[src/rtl/dmem_arb_pkg.sv]
// Shared types for the data-memory arbiter.
// Requester indices and the read-tracking FSM states.
package dmem_arb_pkg;

    typedef enum logic [0:0] {
        IDLE    = 1'b0,
        RD_WAIT = 1'b1
    } arb_state_t;

    localparam logic REQ_CORE   = 1'b0;
    localparam logic REQ_LOADER = 1'b1;

endpackage

[src/rtl/dmem_arbiter_rr_pick2.sv]
// Two-way round-robin picker: a lone request always wins,
// a tie goes to the requester named by ptr.
module rr_pick2
    import dmem_arb_pkg::*;
(
    input  logic [1:0] req,
    input  logic       ptr,
    output logic       gnt_valid,
    output logic       winner
);

    assign gnt_valid = |req;

    always_comb begin
        winner = REQ_CORE;
        if (req == 2'b11)
            winner = ptr;
        else if (req[REQ_LOADER])
            winner = REQ_LOADER;
    end

endmodule

[src/rtl/dmem_arbiter.sv]
// Arbitrates the single data-memory port between the core
// and the loader, tracking one-cycle read latency.
module dmem_arbiter
    import dmem_arb_pkg::*;
#(
    parameter int DATA_WIDTH = 32,
    parameter int ADDR_WIDTH = 17
) (
    input  logic                  clk,
    input  logic                  rst,

    input  logic                  r0_req,
    input  logic                  r0_we,
    input  logic [ADDR_WIDTH-1:0] r0_addr,
    input  logic [DATA_WIDTH-1:0] r0_wdata,
    input  logic [2:0]            r0_size,
    output logic                  r0_gnt,
    output logic                  r0_rvalid,
    output logic [DATA_WIDTH-1:0] r0_rdata,

    input  logic                  r1_req,
    input  logic                  r1_we,
    input  logic [ADDR_WIDTH-1:0] r1_addr,
    input  logic [DATA_WIDTH-1:0] r1_wdata,
    input  logic [2:0]            r1_size,
    output logic                  r1_gnt,
    output logic                  r1_rvalid,
    output logic [DATA_WIDTH-1:0] r1_rdata,

    output logic                  mem_en,
    output logic                  mem_we,
    output logic [ADDR_WIDTH-1:0] mem_addr,
    output logic [DATA_WIDTH-1:0] mem_wdata,
    output logic [2:0]            mem_size,
    input  logic [DATA_WIDTH-1:0] mem_rdata,

    output logic                  busy
);

    arb_state_t state;
    logic       ptr;
    logic       owner;
    logic       gntValid;
    logic       winner;
    logic       readPhase;
    logic [1:0] reqVec;

    // Requests are only visible in IDLE and never while reset is held.
    assign reqVec = (!rst && state == IDLE) ? {r1_req, r0_req} : 2'b00;

    rr_pick2 picker (
        .req       (reqVec),
        .ptr       (ptr),
        .gnt_valid (gntValid),
        .winner    (winner)
    );

    assign r0_gnt = gntValid && (winner == REQ_CORE);
    assign r1_gnt = gntValid && (winner == REQ_LOADER);

    always_comb begin
        mem_en    = 1'b0;
        mem_we    = 1'b0;
        mem_addr  = '0;
        mem_wdata = '0;
        mem_size  = '0;
        if (gntValid) begin
            mem_en = 1'b1;
            if (winner == REQ_LOADER) begin
                mem_we    = r1_we;
                mem_addr  = r1_addr;
                mem_wdata = r1_wdata;
                mem_size  = r1_size;
            end else begin
                mem_we    = r0_we;
                mem_addr  = r0_addr;
                mem_wdata = r0_wdata;
                mem_size  = r0_size;
            end
        end
    end

    // A reset arriving mid-read drops the data on the floor.
    assign readPhase = !rst && state == RD_WAIT;
    assign busy      = readPhase;

    assign r0_rvalid = readPhase && (owner == REQ_CORE);
    assign r1_rvalid = readPhase && (owner == REQ_LOADER);
    assign r0_rdata  = r0_rvalid ? mem_rdata : '0;
    assign r1_rdata  = r1_rvalid ? mem_rdata : '0;

    always_ff @(posedge clk) begin
        if (rst) begin
            state <= IDLE;
            ptr   <= 1'b0;
            owner <= 1'b0;
        end else begin
            unique case (state)
                IDLE: begin
                    if (gntValid) begin
                        ptr <= ~winner;
                        if (!mem_we) begin
                            owner <= winner;
                            state <= RD_WAIT;
                        end
                    end
                end
                RD_WAIT: state <= IDLE;
                default: state <= IDLE;
            endcase
        end
    end

endmodule

[config.mk]
export PLATFORM = sky130hd
export DESIGN_NAME = dmem_arbiter
export DESIGN_NICKNAME = d
export VERILOG_FILES = /design/src/rtl/dmem_arb_pkg.sv /design/src/rtl/dmem_arbiter_rr_pick2.sv /design/src/rtl/dmem_arbiter.sv
export SDC_FILE = /design/constraint.sdc
export NUM_CORES = 1
export LEC_CHECK = 0
export ABC_AREA = 1
export CORE_AREA = 2 2 102 104
export CTS_BUF_LIST = sky130_fd_sc_hd__clkbuf_8
export DETAILED_ROUTE_END_ITERATION = 12
export DIE_AREA = 0 0 104 106
export PLACE_DENSITY_LB_ADDON = 0.2
export SLEW_MARGIN = 10
export SYNTH_ARGS = -nofsm -noshare
export SYNTH_HDL_FRONTEND = slang
export SYNTH_SLANG_ARGS = --single-unit
[constraint.sdc]
create_clock -name clk -period 1.5 [get_ports clk]
set_clock_uncertainty 0.15 [all_clocks]
set_input_delay 0.375 -clock clk [delete_from_list [all_inputs] [get_ports clk]]
set_output_delay 0.375 -clock clk [all_outputs]
set_load 0.02 [all_outputs]
; Word level (Yosys, flattened, before mapping)
; Cells that the tools add are included.
[classes]
add_sub_neg = 0
n_mul = 0
div = 0
n_lt_le_gt_ge = 0
eq_ne = 1
shift = 0
n_mux = 17
n_bitwise = 4
n_reduce_logical = 10
[ops]
columns = op, n
row1 = $mux W32, 4
row2 = $mux W17, 2
row3 = $mux W1, 7
row4 = $logic_and A1 B1 Y1, 6
row5 = $mux W3, 2
row6 = $not A1 Y1, 4
row7 = $reduce_and A3 Y1, 1
row8 = $eq A2 B2 Y1 const B, 1
row9 = $mux W2, 1
row10 = $pmux W1 S2, 1
row11 = $reduce_and A2 Y1, 1
row12 = $reduce_or A2 Y1, 1
row13 = $logic_not A1 Y1, 1
[totals]
register_bits = 3
latch_bits = 0
mem_bits_rw = 0
romBits = 0
input_bits = 142
output_inout_bits = 123
elab_cells = 35
memories = 0

; Logic depth before layout (Yosys ltp)
[depth]
ltp_word = 10
depth_mapped = 7
ltp_nobuf = 7

; Cells and area by module
; From an unflattened synthesis, not the netlist that was laid out.
[unflattened]
hier_cells = 203
area_unflattened_um2 = 1241.2
[by_module_without_submodules]
columns = mod, instances, cells_per_inst, area_per_inst_um2, seq_area_each_um2
row1 = dmem_arbiter, 1, 198, 1218.7, 60.1
row2 = rr_pick2, 1, 5, 22.5, 0.0

; Worst setup path after synthesis
; No wires, ideal clock.
[synth_timing]
kind = in2out
start = input port rst
end = output port r0_rdata[21]
arrival_ns = 1.627
required_ns = 0.975
path_slack_ns = -0.652
stages = 4
path_buffers = 1
path_cell_list = nor3_1 inv_1 clkbuf_1 nor2_1
[synth_between]
elab_chain_cells = 4
[synth_lines]
columns = item, line_no
row1 = start: declaration, dmem_arbiter.sv:10  ; input logic rst,
row2 = $logic_not A1 Y1, dmem_arbiter.sv:84  ; assign readPhase = !rst && state == RD_WAIT;
row3 = $logic_and A1 B1 Y1, dmem_arbiter.sv:84
row4 = $logic_and A1 B1 Y1, dmem_arbiter.sv:87  ; assign r0_rvalid = readPhase && (owner == REQ_CORE);
row5 = $mux W32, dmem_arbiter.sv:89  ; assign r0_rdata = r0_rvalid ? mem_rdata : '0;
row6 = end: declaration, dmem_arbiter.sv:19  ; output logic [DATA_WIDTH-1:0] r0_rdata,
; Every way passes these cells.

; Worst setup path in the final report
[layout_timing]
start = register state
end = output port mem_wdata[30]
[layout_between]
elab_chain_cells = 7
word_cells_on_any_way = 9
[layout_lines]
columns = item, line_no
row1 = start: declaration, dmem_arbiter.sv:40  ; arb_state_t state;
row2 = start signal: assignment, dmem_arbiter.sv:94  ; state <= IDLE;
row3 = start signal: assignment, dmem_arbiter.sv:104  ; state <= RD_WAIT;
row4 = start signal: assignment, dmem_arbiter.sv:108  ; RD_WAIT: state <= IDLE;
row5 = $not A1 Y1 (no line) (*), n/a
row6 = $logic_and A1 B1 Y1 (*), dmem_arbiter.sv:49  ; assign reqVec = (!rst && state == IDLE) ? {r1_req, r0_req} : 2'b00;
row7 = $mux W2 (*), dmem_arbiter.sv:49
row8 = $eq A2 B2 Y1 / $mux W1 (equally long branches), "dmem_arbiter_rr_pick2.sv:16, dmem_arbiter_rr_pick2.sv:18"
row9 = $mux W1, dmem_arbiter_rr_pick2.sv:16  ; if (req == 2'b11)
row10 = $mux W32, dmem_arbiter.sv:69  ; if (winner == REQ_LOADER) begin
row11 = $mux W32 (*), dmem_arbiter.sv:67  ; if (gntValid) begin
row12 = end: declaration, dmem_arbiter.sv:33  ; output logic [DATA_WIDTH-1:0] mem_wdata,
; Mark *: on every way between the ends. The rest lies on a longest branch, timed or not.

==> results.json <==
{
  "fmax_ghz": 0.4859,
  "final_nets": 646,
  "grt_first_pass_wirelength_um": 14900,
  "stdcell_count": 639,
  "finalPower_w": 0.001965,
  "rrSetupSlack_ns": 0.06,
  "vias": 2602,
  "holdWs_ns": 0.3709,
  "crit_buf_inv": 5,
  "slew_violations": 0,
  "die_w_um": 104,
  "avgViaCountPerCell": 4.072,
  "cp-start-kind": "register",
  "maxCapViolCount": 0,
  "clkTransAtPathRegs_ns": 0.03,
  "synth_cells": 199,
  "grt_max_degree": 13,
  "p_per_area_nw_per_um2": 331.7,
  "core.rowCount": 37,
  "gp_congestion": 0.7546,
  "wl_per_cell_um": 15.42,
  "finalWirelength_um": 9856,
  "grt_setup_unrepaired": "true",
  "r2r-start": "state",
  "clock-sinks": 3,
  "cp_common_cell": "buf_6",
  "hold_path_end": "owner",
  "final_cell_mix": "clkdlybuf4s50_1, buf_6, nor2_4, a22o_4, inv_1",
  "grt.total_usage_pct": 17.04,
  "min_period_ns": 2.058,
  "hold_start": "r1_we",
  "place_ws_ns": -1.272,
  "ff2ff_path_depth": 9,
  "antenna_found_initial": 0,
  "hold_path_class": "in2reg",
  "numPortBuffers": 264,
  "first_global_vias": 2873,
  "overflow": 0,
  "peakVddDrop_v": 0.0002050,
  "hold_viol": 0,
  "cpMaxStageDelayCell": "dfxtp_4",
  "cts_buffers": 3,
  "ant_nets": 0,
  "timing.final.crit_share_pct": 137.2,
  "dp.cells": 607,
  "r2r-end": "owner",
  "htree_levels": 1,
  "cts.root.buffer_cell": "clkbuf_8",
  "status": "complete, but fails checks",
  "min_path_cells": 3,
  "synth_cell_types": 21,
  "critPathMaxFanout": 11,
  "n_antenna_cell": 0,
  "synth_area_um2": 1145,
  "syn_to_final_growth_pct": 417.5,
  "clk_path_buf_depth": 2,
  "required_ns": 0.97,
  "crit_path_max_incr_delay_ns": 0.35,
  "drt_iter0_drc": 34,
  "final_common_cell": "clkdlybuf4s50_1",
  "ys_seq_area_share_pct": 5.246,
  "ys_ff_latch": 3,
  "leakagePower_nw": 2.662,
  "fp.dieH_um": 106,
  "setup_viol": 123,
  "cp.arrival_ns": 1.53,
  "setup_ws_ns": -0.5582,
  "slew_headroom_pct": 82.76,
  "boundaryPins": 265,
  "avgSynthCellArea_um2": 5.753,
  "clock_latency_ns": 0.21,
  "worst_pin_slew_ns": 0.2578,
  "cts_tree": "yes",
  "path_cells": "nor2_4 -> buf_6 -> o21ai_4 -> inv_4 -> nand2_4 -> clkinv_8 -> buf_12 -> a22o_4 -> buf_6",
  "yosys_warnings": 0,
  "drtPass1Iterations": 4,
  "initial_core_util_pct": 11.45,
  "cp-end-kind": "primary output",
  "remaining_drc_errors": 0,
  "utilization_pct": 59.25,
  "setup.worst_path.class": "reg2out",
  "coreArea_um2": 10000,
  "failed_checks": "negative setup slack",
  "drive_gt1_share_pct": 64.61,
  "die_area_um2": 11020,
  "dpl.hpwl_um": 7643,
  "syn_nets": 341,
  "crit_family": "buffers and inverters"
}
[worst reg2reg max path, stage by stage, from the launching register on]
cell     delay, ns
dfxtp_4       0.34
nor2_4        0.12
buf_12        0.12
nand3_4       0.10
buf_6         0.16
nand2_4       0.07
buf_6         0.10
nand3_4       0.05
nand2_2       0.07
a21oi_2       0.05
[where the power goes]
part,switching [W],internal (W)
Sequential,0.00000462,0.0000855
Combinational,0.000686,0.000967
Clock,0.0000484,0.000174
[sequential cells by signal, summed over array words and instances, names as in the netlist]
name	cells
ptr	1
state	1
owner	1
[synthesized netlist by cell type]
master,count,share of area (%)
nand3_2,1,0.87
nand4_1,1,0.55
inv_2,1,0.33
or2_0,1,0.55
buf_6,6,5.9
buf_4,3,2.0
clkbuf_1,4,1.3
buf_2,2,0.87
nand2_1,12,3.9
nor3_1,1,0.44
inv_4,2,1.1
a21oi_1,6,2.6
nand2_4,1,0.98
a22o_1,49,37
inv_1,37,12
nand3_1,1,0.44
o21ai_2,1,0.77
clkbuf_4,1,0.66
nor2_1,65,21
dfxtp_1,3,5.2
nor2_2,1,0.55
[layout make-up]
class	instances	area, um^2
clock buffer	3	41.29
fill	856	4075
clock inverter	1	3.754
multi-input combinational	140	1881
tap	136	170.2
sequential	3	65.06
inverter	40	181.4
timing repair buffer	316	3582
[cells by family (layout without fill, tap and decap cells)]
| group | count (synthesis) | after routing | synth area share, % |
|---|---|---|---|
| and+or+nand+nor | 84 | 84 | 29.62 |
| AOI/OAI and AO/OA | 56 | 56 | 40.87 |
| DFF | 3 | 3 | 5.246 |
| buffers and inverters | 56 | 360 | 24.26 |
[metrics by stage]
| stage | setup TNS, ns | area (um^2) |
|---|---|---|
| global route | -66.42 | 5924 |
| global placement | -147.19 | 5095 |
| detailed placement | -148.61 | 5095 |
| finish | -57.85 | 5924 |
| CTS | -59.11 | 5926 |
| floorplan | -25.00 | 2230 |
[worst max path at each step]
stage / cells after the start / slack (ns) / to / start
floorplan: 6 / -0.31 / mem_size[0] / r0_req
global placement: 7 / -1.26 / mem_wdata[19] / rst
detailed placement: 9 / -1.27 / mem_wdata[19] / rst
CTS: 10 / -0.63 / mem_addr[2] / state
global route: 9 / -0.62 / mem_wdata[13] / state
finish: 9 / -0.56 / mem_wdata[30] / state
[per-layer routing]
| layer | vias up | share of wire (%) | track usage (%) |
|---|---|---|---|
| met2 | 146 | 58 | 36.33 |
| met1 | 1189 | 31 | 15.05 |
| met5 | - | 0 | 0 |
| li1 | 1265 | - | - |
| met3 | 2 | 11 | 6.744 |
| met4 | 0 | 0.41 | 2.317 |
[repair_timing]
action | CTS | global route
resized for setup | 780 | 16
hold buffers | 0 | 0
setup buffers | 21 | 3
pin swaps | 11 | 8
endpoints found under the setup margin | 126 | 125
cloned | 10 | 0
(Power assumes the default switching activity.)
==> edit 1, RTL diff (config.mk and constraints unchanged) <==
Change the parameter `DATA_WIDTH` from 32 to 16.
--- a/src/rtl/dmem_arbiter.sv
+++ b/src/rtl/dmem_arbiter.sv
@@ -3,7 +3,7 @@
 module dmem_arbiter
     import dmem_arb_pkg::*;
 #(
-    parameter int DATA_WIDTH = 32,
+    parameter int DATA_WIDTH = 16,
     parameter int ADDR_WIDTH = 17
 ) (
     input  logic                  clk,
Ports: changed (6 resized); port bits go from 265 to 169. The function was not compared with the original's and may differ.
==> edit 1 against the unedited design <==
  * The flow still finishes with violations (setup timing)
  * Wire length down 38%
  * Sequential cell count is the same
  * Power down 26%
  * Cell area fell by 35%
  * Core utilization is 21 points lower
  * Synthesized cell count fell by 35%
  * Worst hold slack got worse by 0.058 ns
  * Worst setup slack improved by 0.079 ns
  * Sequential power grew 0.6%
  * Area after synthesis is 30% lower
  * Largest cell class unchanged
==> edit 1: results (changes against the unedited design) <==
GPL Wtd Cong 0.717 (-5.0%); failing checks setup timing; Avg Inst Size Synth 6.25 sq um (+8.6%); Post-Place Setup Slack -1.29 ns (-0.0199 ns); Critical Path Slowest Stage Cell dfxtp_2; hpwl dp 4.81 mm (-37%); M2 GR Usage 21.5% (-15 points); Final nets 423 (-35%); vias 1719 (-34%); Placed Cells incl. Taps 444 (-27%); status complete, but fails checks; pin count of the biggest net entering global routing 11 (-2); Fin Hold WS 0.313 ns (-0.0579 ns); Worst Hold Path EP ptr; HP Class reg2reg; drt wl/cell 13.2 um (-14%); GRT met1 Usage 10.3% (-4.8 points); Max-slew headroom 83.9% (+1.2 points); global-route wire length before repair 9.32 mm (-38%); Final setup viols 75 (-39%); Worst Path Max Fanout 8 (-3); Post CTS Setup Buffer Count 11 (-48%); Reg2Reg Setup Slack 0.03 ns (-0.03 ns); layout cell share with drive strength beyond 1 62.5% (-2.1 points); crit path DAT 1.45 ns (-0.08 ns); Post-synth top cells nor2_1, a22o_1, inv_1; Worst Setup Slack, final -0.479 ns (+0.0788 ns); gr usage total 10.7% (-6.3 points); Seq/Total Area, Yosys 7.45% (+2.2 points); max incr delay on CP 0.31 ns (-0.04 ns); Initial DRC Count 17 (-50%); Port Buffers 168 (-36%); Pleak 1.69 nW (-36%); Clock Tree Buf Depth 2 (unchanged); number of global-route vias before repair 1869 (-35%); final WL 6.14 mm (-38%); Resized Gates After CTS 508 (-35%); HP Start ptr
edit 1: cell types whose count changed after synthesis, moves of 2 or more:
cell,change
nor2_1,-31
clkbuf_1,-4
buf_4,-3
a22o_1,-22
nor2_4,+2
a22o_2,+6
inv_1,-15
edit 1: layer usage:
metal,up-vias,wire length (um)
met5,-,0
met4,0,57
met3,5,537
li1,836,-
met2,77,3620
met1,801,1930
edit 1: cell type report:
type,instances,area share (%)
repair buffers,201,58.2
clock inverters,1,0.0980
repair inverters,2,0.457
well taps,136,4.44
flip-flops and latches,3,1.63
multi-input cells,93,30.2
clock buffers,3,1.08
inverters,25,3.89
edit 1: power breakdown:
part | switching [mW] | total, mW | internal, mW
sequential | 0.00442 | 0.0907 | 0.0863
clock | 0.0718 | 0.248 | 0.176
combinational | 0.457 | 1.11 | 0.656
total | 0.534 | 1.45 | 0.918
edit 1: kinds of logic after synthesis:
kind of cell / after synthesis / synth area share, %
compound gates: 39 / 40.5
buf+inv: 33 / 21.4
flops: 3 / 7.45
simple gates: 54 / 30.6
edit 1: through the flow:
| stage | TNS, ns | cell area, sq um |
|---|---|---|
| 2_1_floorplan | -12.57 | 1340 |
| 3_3_place_gp | -89.57 | 3330 |
| 3_5_place_dp | -89.80 | 3330 |
| 4_1_cts | -30.25 | 3820 |
| 5_1_grt | -34.66 | 3830 |
| 6_report | -30.02 | 3830 |
edit 1: how the worst max path moves through the flow:
stage / from / to / slack [ns] / depth (start not counted)
2_1_floorplan: rst / mem_size[0] / -0.26 / 7
3_3_place_gp: rst / mem_wdata[9] / -1.28 / 9
3_5_place_dp: rst / mem_size[1] / -1.29 / 9
4_1_cts: ptr / mem_wdata[0] / -0.48 / 8
5_1_grt: state / mem_wdata[15] / -0.54 / 8
6_report: ptr / mem_wdata[0] / -0.48 / 8
==> edit 2, RTL diff (same flow settings) <==
Made on the original files. Make the reset (`rst`) asynchronous in one clocked block.
--- a/src/rtl/dmem_arbiter.sv
+++ b/src/rtl/dmem_arbiter.sv
@@ -89,7 +89,7 @@
     assign r0_rdata  = r0_rvalid ? mem_rdata : '0;
     assign r1_rdata  = r1_rvalid ? mem_rdata : '0;
 
-    always_ff @(posedge clk) begin
+    always_ff @(posedge clk or posedge rst) begin
         if (rst) begin
             state <= IDLE;
             ptr   <= 1'b0;
Formal check against the unedited RTL: no difference found for any inputs over 10 cycles, from zero or initial values and one cycle with rst high; that may be too few to reach the edited logic, so the function may still have changed.
==> edit 2 against the unedited design <==
  * The flow still finishes with violations (setup timing)
  * Synthesized cell count up 50%
  * Clock power up 2%
  * Global-route usage shrank 1.4 points
  * Wire length decreased by 6.4%
  * Cell area is 6.8% lower
  * Power up 5.8%
  * Worst setup slack gained 0.019 ns
  * Area after synthesis rose by 15%
  * Worst hold slack worse by 0.34 ns
  * Sequential cell count unchanged
  * Combinational power up 6%
  * Critical endpoint is now mem_addr[12]
==> edit 2: results (changes against the unedited design) <==
status complete, but fails checks; failing checks setup timing; number of global-route vias before repair 2893 (+0.70%); Post-synth top cells nand2_1, nor2_1, inv_1; gr usage total 15.7% (-1.4 points); Multi-input comb cells 238 (+70%); Clock Tree Buf Depth 2 (unchanged); Slew @ Worst Pin 0.200 ns (-0.0578 ns); Met1 Wirelength 2.97 mm (-2.1%); met3 WL 893 um (-14%); Clock-cell share 0.816% (+0.055 points); RR Startpoint state; bufs w/o clock 303 (-4.1%); worst ir drop on vdd 0.000200 V (-2.7%); vias 2838 (+9.1%); HP Class in2async; buffering overhead 58.7% (-1.8 points); Placed Cells incl. Taps 709 (+17%); dominant cell by count in the synthesized netlist nand2_1; Final nets 733 (+13%); Int Power 1.21 mW (-1.7%); setup TNS -57.20 ns (+0.650 ns); combinational power 1.75 mW (+6%); largest cells by area after synthesis nand2_1, nor2_1, inv_1; final WL 9.23 mm (-6.4%); Synth Instances 298 (+50%); Sequential Power Share 5.1% (+0.5 points); pin count of the biggest net entering global routing 21 (+8); Final setup viols 123 (unchanged); Critical Path Slowest Stage Cell dlygate4sd2_1; hpwl dp 7.57 mm (-1.0%); Worst Path Max Fanout 6 (-5); drt first pass iters 4 (unchanged); Synth async-reset ratio 100% (+100 points); Pleak 2.64 nW (-0.73%); Vias/cell 3.91 (-4.0%); Post CTS Setup Buffer Count 6 (-71%); area of the multi-input gates 1810 sq um (-3.7%); metal2 WL 5.25 mm (-8.4%); Reg2Reg Depth 8 (-1); Initial DRC Count 41 (+21%); multi-input combinational area share 32.8% (+1.0 points); power per cell area 376 nW/um^2 (+14%); storage element area 75.1 sq um (+15%); Fin Hold WS 0.0313 ns (-0.340 ns); Seq/Total Area, Yosys 5.71% (+0.47 points); Worst Setup Slack, final -0.539 ns (+0.0192 ns); synthesized net count 440 (+29%); Synth cell types 17 (-19%); layout cell share with drive strength beyond 1 58.1% (-6.5 points); Non-clock inverters 42 (+5.0%); GPL Wtd Cong 0.785 (+4.1%); placed cell areas 4970 sq um (-2.4%)
==> edit 2: cell families (layout without fill, tap and decap cells) <==
group | count (synthesis) | after routing | share of synthesized area (%)
buf+inv | 57 | 349 | 21.2
flops | 3 | 3 | 5.71
simple gates | 236 | 236 | 72.1
compound gates | 2 | 2 | 0.952
==> edit 2: how the worst max path moves through the flow <==
| stage | startpoint | to | slack, ns |
|---|---|---|---|
| after floorplan | state | mem_size[0] | -0.25 |
| after global placement | rst | mem_wdata[20] | -1.28 |
| after detailed placement | rst | mem_wdata[20] | -1.31 |
| after CTS | state | mem_addr[13] | -0.56 |
| after global routing | state | mem_addr[13] | -0.63 |
| final | r0_req | mem_addr[12] | -0.54 |
==> edit 2: routing by layer <==
metal  up-vias  track usage, %
li1       1439               -
met1      1245            15.0
met2       148            32.1
met3         6            5.03
met4         0            3.47
met5         -               0
